--- src/rtl/dmem_arbiter.sv ---
// dmem_arbiter
//   Round-robin arbiter and sequencer in front of a single-port data memory.
//   Port 0 is the pipeline memory stage, port 1 the debug/program-loader path.
//   One transaction is in flight at a time: accept (IDLE), one-cycle memory
//   command (ISSUE), optional read-latency wait (WAIT), one-cycle response
//   pulse to the winner (RESP).
//
// Ports
//   clk, reset        clock, synchronous active-high reset
//   req_valid/ready   per-port request handshake (ready is combinational)
//   req_we            per-port write (1) / read (0)
//   req_addr          per-port byte address, port p at [p*ADDR_W +: ADDR_W]
//   req_wdata, req_be per-port write data and byte enables
//   resp_valid        per-port one-cycle completion pulse
//   resp_rdata        read data, qualified by resp_valid
//   mem_*             single-port memory command / read data
module dmem_arbiter #(
    parameter int ADDR_W     = 32,
    parameter int DATA_W     = 32,
    parameter int RD_LATENCY = 1
) (
    input  logic                    clk,
    input  logic                    reset,
    input  logic [1:0]              req_valid,
    output logic [1:0]              req_ready,
    input  logic [1:0]              req_we,
    input  logic [2*ADDR_W-1:0]     req_addr,
    input  logic [2*DATA_W-1:0]     req_wdata,
    input  logic [2*DATA_W/8-1:0]   req_be,
    output logic [1:0]              resp_valid,
    output logic [DATA_W-1:0]       resp_rdata,
    output logic                    mem_read_enable,
    output logic                    mem_write_enable,
    output logic [ADDR_W-1:0]       mem_addr,
    output logic [DATA_W-1:0]       mem_write_data,
    output logic [DATA_W/8-1:0]     mem_byte_en,
    input  logic [DATA_W-1:0]       mem_read_data
);

    localparam int BE_W = DATA_W / 8;

    localparam logic [1:0] S_IDLE  = 2'd0;
    localparam logic [1:0] S_ISSUE = 2'd1;
    localparam logic [1:0] S_WAIT  = 2'd2;
    localparam logic [1:0] S_RESP  = 2'd3;

    localparam logic [2:0] CNT_INIT = 3'(RD_LATENCY);

    // control state
    logic [1:0]        state_q, state_d;
    logic              last_grant_q, last_grant_d;
    logic              grant_q, grant_d;
    logic              we_q, we_d;
    logic [2:0]        cnt_q, cnt_d;
    logic [DATA_W-1:0] resp_rdata_q, resp_rdata_d;

    // latched command payload
    logic [ADDR_W-1:0] addr_q, addr_d;
    logic [DATA_W-1:0] wdata_q, wdata_d;
    logic [BE_W-1:0]   be_q, be_d;

    logic              grant_id;

    // Low address bits never reach the memory; word alignment is the
    // requester's concern.
    logic              unused_addr_lsbs;
    assign unused_addr_lsbs = ^addr_q[1:0];

    // Round-robin: on a tie the port that did not win last time gets it.
    always_comb begin
        if (req_valid == 2'b11) begin
            grant_id = ~last_grant_q;
        end else begin
            grant_id = req_valid[1];
        end
        req_ready = 2'b00;
        if ((state_q == S_IDLE) && req_valid[grant_id]) begin
            req_ready[grant_id] = 1'b1;
        end
    end

    always_comb begin
        state_d      = state_q;
        last_grant_d = last_grant_q;
        grant_d      = grant_q;
        we_d         = we_q;
        cnt_d        = cnt_q;
        resp_rdata_d = resp_rdata_q;
        addr_d       = addr_q;
        wdata_d      = wdata_q;
        be_d         = be_q;

        case (state_q)
            S_IDLE: begin
                if (|req_ready) begin
                    grant_d      = grant_id;
                    last_grant_d = grant_id;
                    we_d         = req_we[grant_id];
                    addr_d       = grant_id ? req_addr[ADDR_W +: ADDR_W] : req_addr[0 +: ADDR_W];
                    wdata_d      = grant_id ? req_wdata[DATA_W +: DATA_W] : req_wdata[0 +: DATA_W];
                    be_d         = grant_id ? req_be[BE_W +: BE_W] : req_be[0 +: BE_W];
                    state_d      = S_ISSUE;
                end
            end
            S_ISSUE: begin
                if (we_q) begin
                    state_d = S_RESP;
                end else begin
                    cnt_d   = CNT_INIT;
                    state_d = S_WAIT;
                end
            end
            S_WAIT: begin
                // cnt==1 marks the cycle RD_LATENCY after ISSUE
                cnt_d = cnt_q - 3'd1;
                if (cnt_q == 3'd1) begin
                    resp_rdata_d = mem_read_data;
                    state_d      = S_RESP;
                end
            end
            default: begin
                state_d = S_IDLE;
            end
        endcase
    end

    always_ff @(posedge clk) begin
        if (reset) begin
            state_q      <= S_IDLE;
            last_grant_q <= 1'b1;
            grant_q      <= 1'b0;
            we_q         <= 1'b0;
            cnt_q        <= 3'd0;
            resp_rdata_q <= '0;
        end else begin
            state_q      <= state_d;
            last_grant_q <= last_grant_d;
            grant_q      <= grant_d;
            we_q         <= we_d;
            cnt_q        <= cnt_d;
            resp_rdata_q <= resp_rdata_d;
        end
    end

    // Payload is only observed while in ISSUE, so it needs no reset.
    always_ff @(posedge clk) begin
        addr_q  <= addr_d;
        wdata_q <= wdata_d;
        be_q    <= be_d;
    end

    // Memory command is decoded from state so enables can only be high in ISSUE.
    always_comb begin
        mem_read_enable  = 1'b0;
        mem_write_enable = 1'b0;
        mem_addr         = '0;
        mem_write_data   = '0;
        mem_byte_en      = '0;
        if (state_q == S_ISSUE) begin
            mem_write_enable = we_q;
            mem_read_enable  = ~we_q;
            mem_addr         = {addr_q[ADDR_W-1:2], 2'b00};
            mem_write_data   = wdata_q;
            mem_byte_en      = we_q ? be_q : '0;
        end
        resp_valid = 2'b00;
        if (state_q == S_RESP) begin
            resp_valid[grant_q] = 1'b1;
        end
    end

    assign resp_rdata = resp_rdata_q;

endmodule
--- config.mk ---
export PLATFORM = sky130hd
export DESIGN_NAME = dmem_arbiter
export DESIGN_NICKNAME = d
export VERILOG_FILES = /design/src/rtl/dmem_arbiter.sv
export SDC_FILE = /design/constraint.sdc
export NUM_CORES = 1
export LEC_CHECK = 0
export CAP_MARGIN = 5
export CORE_MARGIN = 1.5
export CORE_UTILIZATION = 35
export DETAILED_ROUTE_END_ITERATION = 16
export PLACE_DENSITY_LB_ADDON = 0.2
export REMOVE_ABC_BUFFERS = 1
export SLEW_MARGIN = 20
export SYNTH_ARGS = -nofsm -noshare
export SYNTH_HDL_FRONTEND = slang
export SYNTH_SLANG_ARGS = --single-unit
--- constraint.sdc ---
create_clock -name clk -period 2.6 [get_ports clk]
set_clock_uncertainty 0.05 [all_clocks]
set_input_delay 0.26 -clock clk [delete_from_list [all_inputs] [get_ports clk]]
set_output_delay 0.26 -clock clk [all_outputs]
set_load 0.005 [all_outputs]
## Word level (Yosys, flattened, before mapping)

Index checks and enable logic that the tools add are counted.

- Bits in registers: 108
- Input bits: 174

- $add $sub $neg: 1
- Magnitude comparators: 4
- Equality and inequality tests: 8
- Multiplexer cells: 26
- Bitwise operators: 2
- Reductions and logical operators: 10

Operators by type and width:

| kind | number |
|---|---|
| $mux W32 | 4 |
| $mux W4 | 3 |
| $mux W1 | 10 |
| $mux W2 | 4 |
| $reduce_and A2 Y1 | 4 |
| $eq A2 B2 Y1 const B | 3 |
| $pmux W2 S3 | 1 |
| $pmux W3 S2 | 1 |
| $lt A1 B2 Y1 const B | 2 |
| $ne A2 B2 Y1 const B | 2 |
| $eq A3 B1 Y1 const B | 1 |
| $logic_and A1 B1 Y1 | 3 |
| $mux W3 | 1 |
| $sub A3 B1 Y3 const B | 1 |
| $demux W1 S1 | 2 |
| $eq A2 B1 Y1 const B | 1 |
| $ge A1 B1 Y1 const B | 2 |
| $logic_not A2 Y1 | 1 |
| $ne A2 B1 Y1 const B | 1 |
| $not A1 Y1 | 2 |
| $reduce_bool A2 Y1 | 1 |
| $reduce_or A2 Y1 | 1 |

## Depth between registers and ports, before layout

- Depth after elaboration: 10
- Depth in mapped cells: 7
- Mapped depth without buffers: 6

## Least setup slack after synthesis

OpenSTA, ideal clock, no wires.

- Path type: register -> output
- Start point: register state_q[0]
- End point: output port req_ready[1]
- Data arrival time: 2.440 ns
- Path slack: -0.150 ns
- Cell stages (with the launch flop): 7
- Path buffers: 0
- Cell sequence: dfxtp_1 -> inv_1 -> ha_1 -> o21ai_0 -> inv_1 -> nand2_1 -> inv_1

- Longest elaborated chain between the ends: 3

Ends and longest elaborated chain:

| what | line | source |
|---|---|---|
| start: declaration | 50 | `logic [1:0] state_q, state_d;` |
| start signal: assignment | 136 | `state_q <= state_d;` |
| $logic_not A2 Y1 | 77 | `if ((state_q == S_IDLE) && req_valid[grant_id]) begin` |
| $logic_and A1 B1 Y1 | 77 |  |
| $mux W2 | 77 |  |
| end: declaration | 25 | `output logic [1:0] req_ready,` |

Every way passes these cells.

## Worst setup path in the final report

- Start point: register state_q[1]
- End point: output port mem_write_enable

- Longest elaborated chain between the ends: 2

Ends and longest elaborated chain:

| what | line | source |
|---|---|---|
| $eq A2 B1 Y1 | 159 | `if (state_q == S_ISSUE) begin` |
| $mux W1 | 159 |  |
| end: declaration | 33 | `output logic mem_write_enable,` |

Every way passes these cells.

==> flow_metrics.py <==
metrics = {
    "run_status": {
        "outcome": "complete, no violations",
    },
    "layout": {
        "fin_cells": 863,
        "final_area_um2": 8070,
        "final_cell_mix": "clkdlybuf4s50_1 (273), nand2_1 (68), mux2_2 (66), edfxtp_1 (66), and2_1 (63)",
        "diodes": 0,
        "final_core_util": 0.605,
        "layout_commonest_cell": "clkdlybuf4s50_1",
        "areaGrowthSynthToFinish_pct": 67.0,
        "drive_gt1_frac": 0.134,
        "fin_nets": 863,
    },
    "sta": {
        "max_clock_freq_mhz": 415,
        "post-route-min-period_ns": 2.41,
        "tightest_slew_ns": 0.514,
        "period_share": 0.927,
        "final_max_slew_viol_count": 0,
        "rsz0062_at_grt": "no",
        "worst_hold_slack_ns": 0.403,
        "setup_viol": 0,
        "fin_tns_setup_ns": 0,
        "hold_viol": 0,
        "max_slew_margin": 0.654,
        "setup_slack_ns": 0.189,
    },
    "clock_network": {
        "numCtsBuffers": 9,
        "cts-resized-gates": 0,
        "cts-root-buf": "clkbuf_16",
        "holdBufCountCts": 0,
        "cts.sinks": 106,
        "h-tree-depth": 3,
        "postCtsSetupRepairBufs": 0,
        "clk_pin_slew_worst_paths_ns": 0.07,
        "cts_tree": "built",
        "clk_latency_ns": 0.34,
        "clk_path_buf_depth": 2,
    },
    "setup_path": {
        "ff2ff_path_depth": 5,
        "slowest_delay_ns": 0.54,
        "startpoint_type": "register",
        "path_buf_inv": 4,
        "cp_slowest_cell": "clkdlybuf4s50_1",
        "cp_max_fo": 19,
        "r2r-end": "be_q[0]",
        "r2r_slack_ns": 0.84,
        "path_cells": "inv_1 -> ha_2 -> buf_4 -> nand2_1 -> inv_1 -> clkdlybuf4s50_1",
        "cpLargestDelayFamily": "buffers and inverters",
        "timing.rr.start": "state_q[0]",
        "critical_path_arrival_ns": 2.10,
        "crit_top_cell": "inv_1",
        "endpoint_kind": "output pin",
        "required_ns": 2.29,
        "setup.worst_path.class": "register to output pin",
        "crit_cells": 6,
    },
    "placement": {
        "hpwl_mm": 10.5,
        "gp_congestion": 0.716,
        "dp_cells": 847,
        "pre_cts_ws_ns": 0.391,
        "placed_area_um2": 7770,
        "portBuffers": 273,
    },
    "grt": {
        "grt_use_total": 0.189,
        "antenna_found_initial": 0,
        "grt_max_degree": 69,
        "grt_pass1_vias": 4027,
        "grt-ovfl-total": 0,
        "grt_pass1_wl_mm": 21.0,
    },
    "routing": {
        "dr.pass1.iters": 4,
        "drc": 0,
        "vias": 4029,
        "drt_iter0_markers": 135,
        "avgViaCountPerCell": 4.67,
        "ant_nets": 0,
        "routed_wl_mm": 13.9,
        "post_drt_wl_per_cell_um": 16.1,
    },
    "floorplanning": {
        "die_area_um2": 14500,
        "core.rowCount": 42,
        "core_um2": 13300,
        "die_h_um": 121,
        "die_w_um": 121,
        "initial_core_util": 0.362,
        "io_pins": 280,
    },
    "power": {
        "leakage_nw": 2.89,
        "power.density_nw_per_um2": 743,
        "p_total_mw": 6.00,
        "max-vdd-ir-drop_uv": 432,
    },
    "synthesis": {
        "syn-instance-count": 416,
        "ys_ff_latch": 106,
        "netlist_area_um2": 4830,
        "ys.warnings.count": 0,
        "synth_seq_area_share": 0.576,
        "postSynthAreaPerCell_um2": 11.6,
        "yosysUniqueCellTypes": 28,
    },
    "worst_hold_path": {
        "hold_start": "resp_rdata[3]",
        "hold_path_class": "register to register",
        "hold_path_end": "resp_rdata[3]",
        "min_path_cells": 2,
    },
    "flow_run": {
        "drv_cap": 0,
    },
}
[area by class of cell]
cell class / count / area [um2]
Timing Repair Buffer: 281 / 2830
Sequential cell: 106 / 2780
Clock inverter: 1 / 5.00
Multi-Input combinational cell: 277 / 1910
Tap cell: 176 / 220
Fill cell: 1102 / 5280
Inverter: 7 / 26.3
Clock buffer: 15 / 300
[where the power goes]
part           switching, mW  leakage, nW  internal, mW  total [mW]
Combinational          0.867         1.77          1.26        2.13
Sequential             0.136        0.966          2.35        2.49
Clock                  0.590        0.154         0.791        1.38
Total                   1.59         2.89          4.40        6.00
[how the worst max path moves through the flow]
stage / startpoint / endpoint / slack [ns]
after global placement: req_valid[0] / req_ready[1] / 0.45
after global routing: state_q[1] / mem_write_enable / 0.06
after CTS: state_q[1] / mem_write_enable / 0.15
final: state_q[1] / mem_write_enable / 0.19
after detailed placement: req_valid[0] / req_ready[1] / 0.39
after floorplan: last_grant_q / addr_q[10] / -0.41
[cells in the mapped netlist]
cell type	number	area (um2)
o31ai_1	1	7.51
and3_1	4	25.0
buf_2	9	45.0
buf_4	3	22.5
conb_1	1	3.75
nand2_1	68	255
mux2_2	66	743
inv_1	7	26.3
a211oi_1	1	7.51
mux2i_1	3	30.0
and3b_1	1	8.76
buf_6	1	11.3
nor2_1	5	18.8
and2_1	63	394
nand3b_1	2	15.0
o21a_1	1	7.51
o21ai_0	4	20.0
a22oi_1	1	7.51
ha_1	7	87.6
buf_1	1	3.75
a21oi_1	36	180
edfxtp_1	66	1980
nand2b_1	5	31.3
clkbuf_1	13	48.8
nor2b_1	5	31.3
a311oi_1	1	8.76
dfxtp_1	40	801
a21boi_2	1	11.3
[logic make-up after synthesis]
group                      share of synthesized area
and+or+nand+nor                                0.161
DFF                                            0.576
muxes                                          0.160
AOI/OAI and AO/OA                             0.0518
buffers and inverters                         0.0326
adders and majority gates                     0.0181
other                                       0.000776
[flip-flops by register name, summed over array words and instances (netlist names)]
name          count
grant_q           1
we_q              1
addr_q           30
state_q           2
be_q              4
wdata_q          32
last_grant_q      1
resp_rdata       32
cnt_q             3
[per-layer routing]
| layer | vias to the layer above | GRT usage | part of all wire |
|---|---|---|---|
| met5 | - | 0 | 0 |
| met4 | 0 | 0.0816 | 0.024 |
| met3 | 22 | 0.0561 | 0.086 |
| met2 | 184 | 0.331 | 0.50 |
| met1 | 1872 | 0.212 | 0.39 |
| li1 | 1951 | - | - |
[tightest hold or removal path, cell delays in order (launching register included)]
cell	delay (ns)
dfxtp_1	0.31
nand2_1	0.05
a21oi_1	0.05
Power figures use the tool's default switching activity.
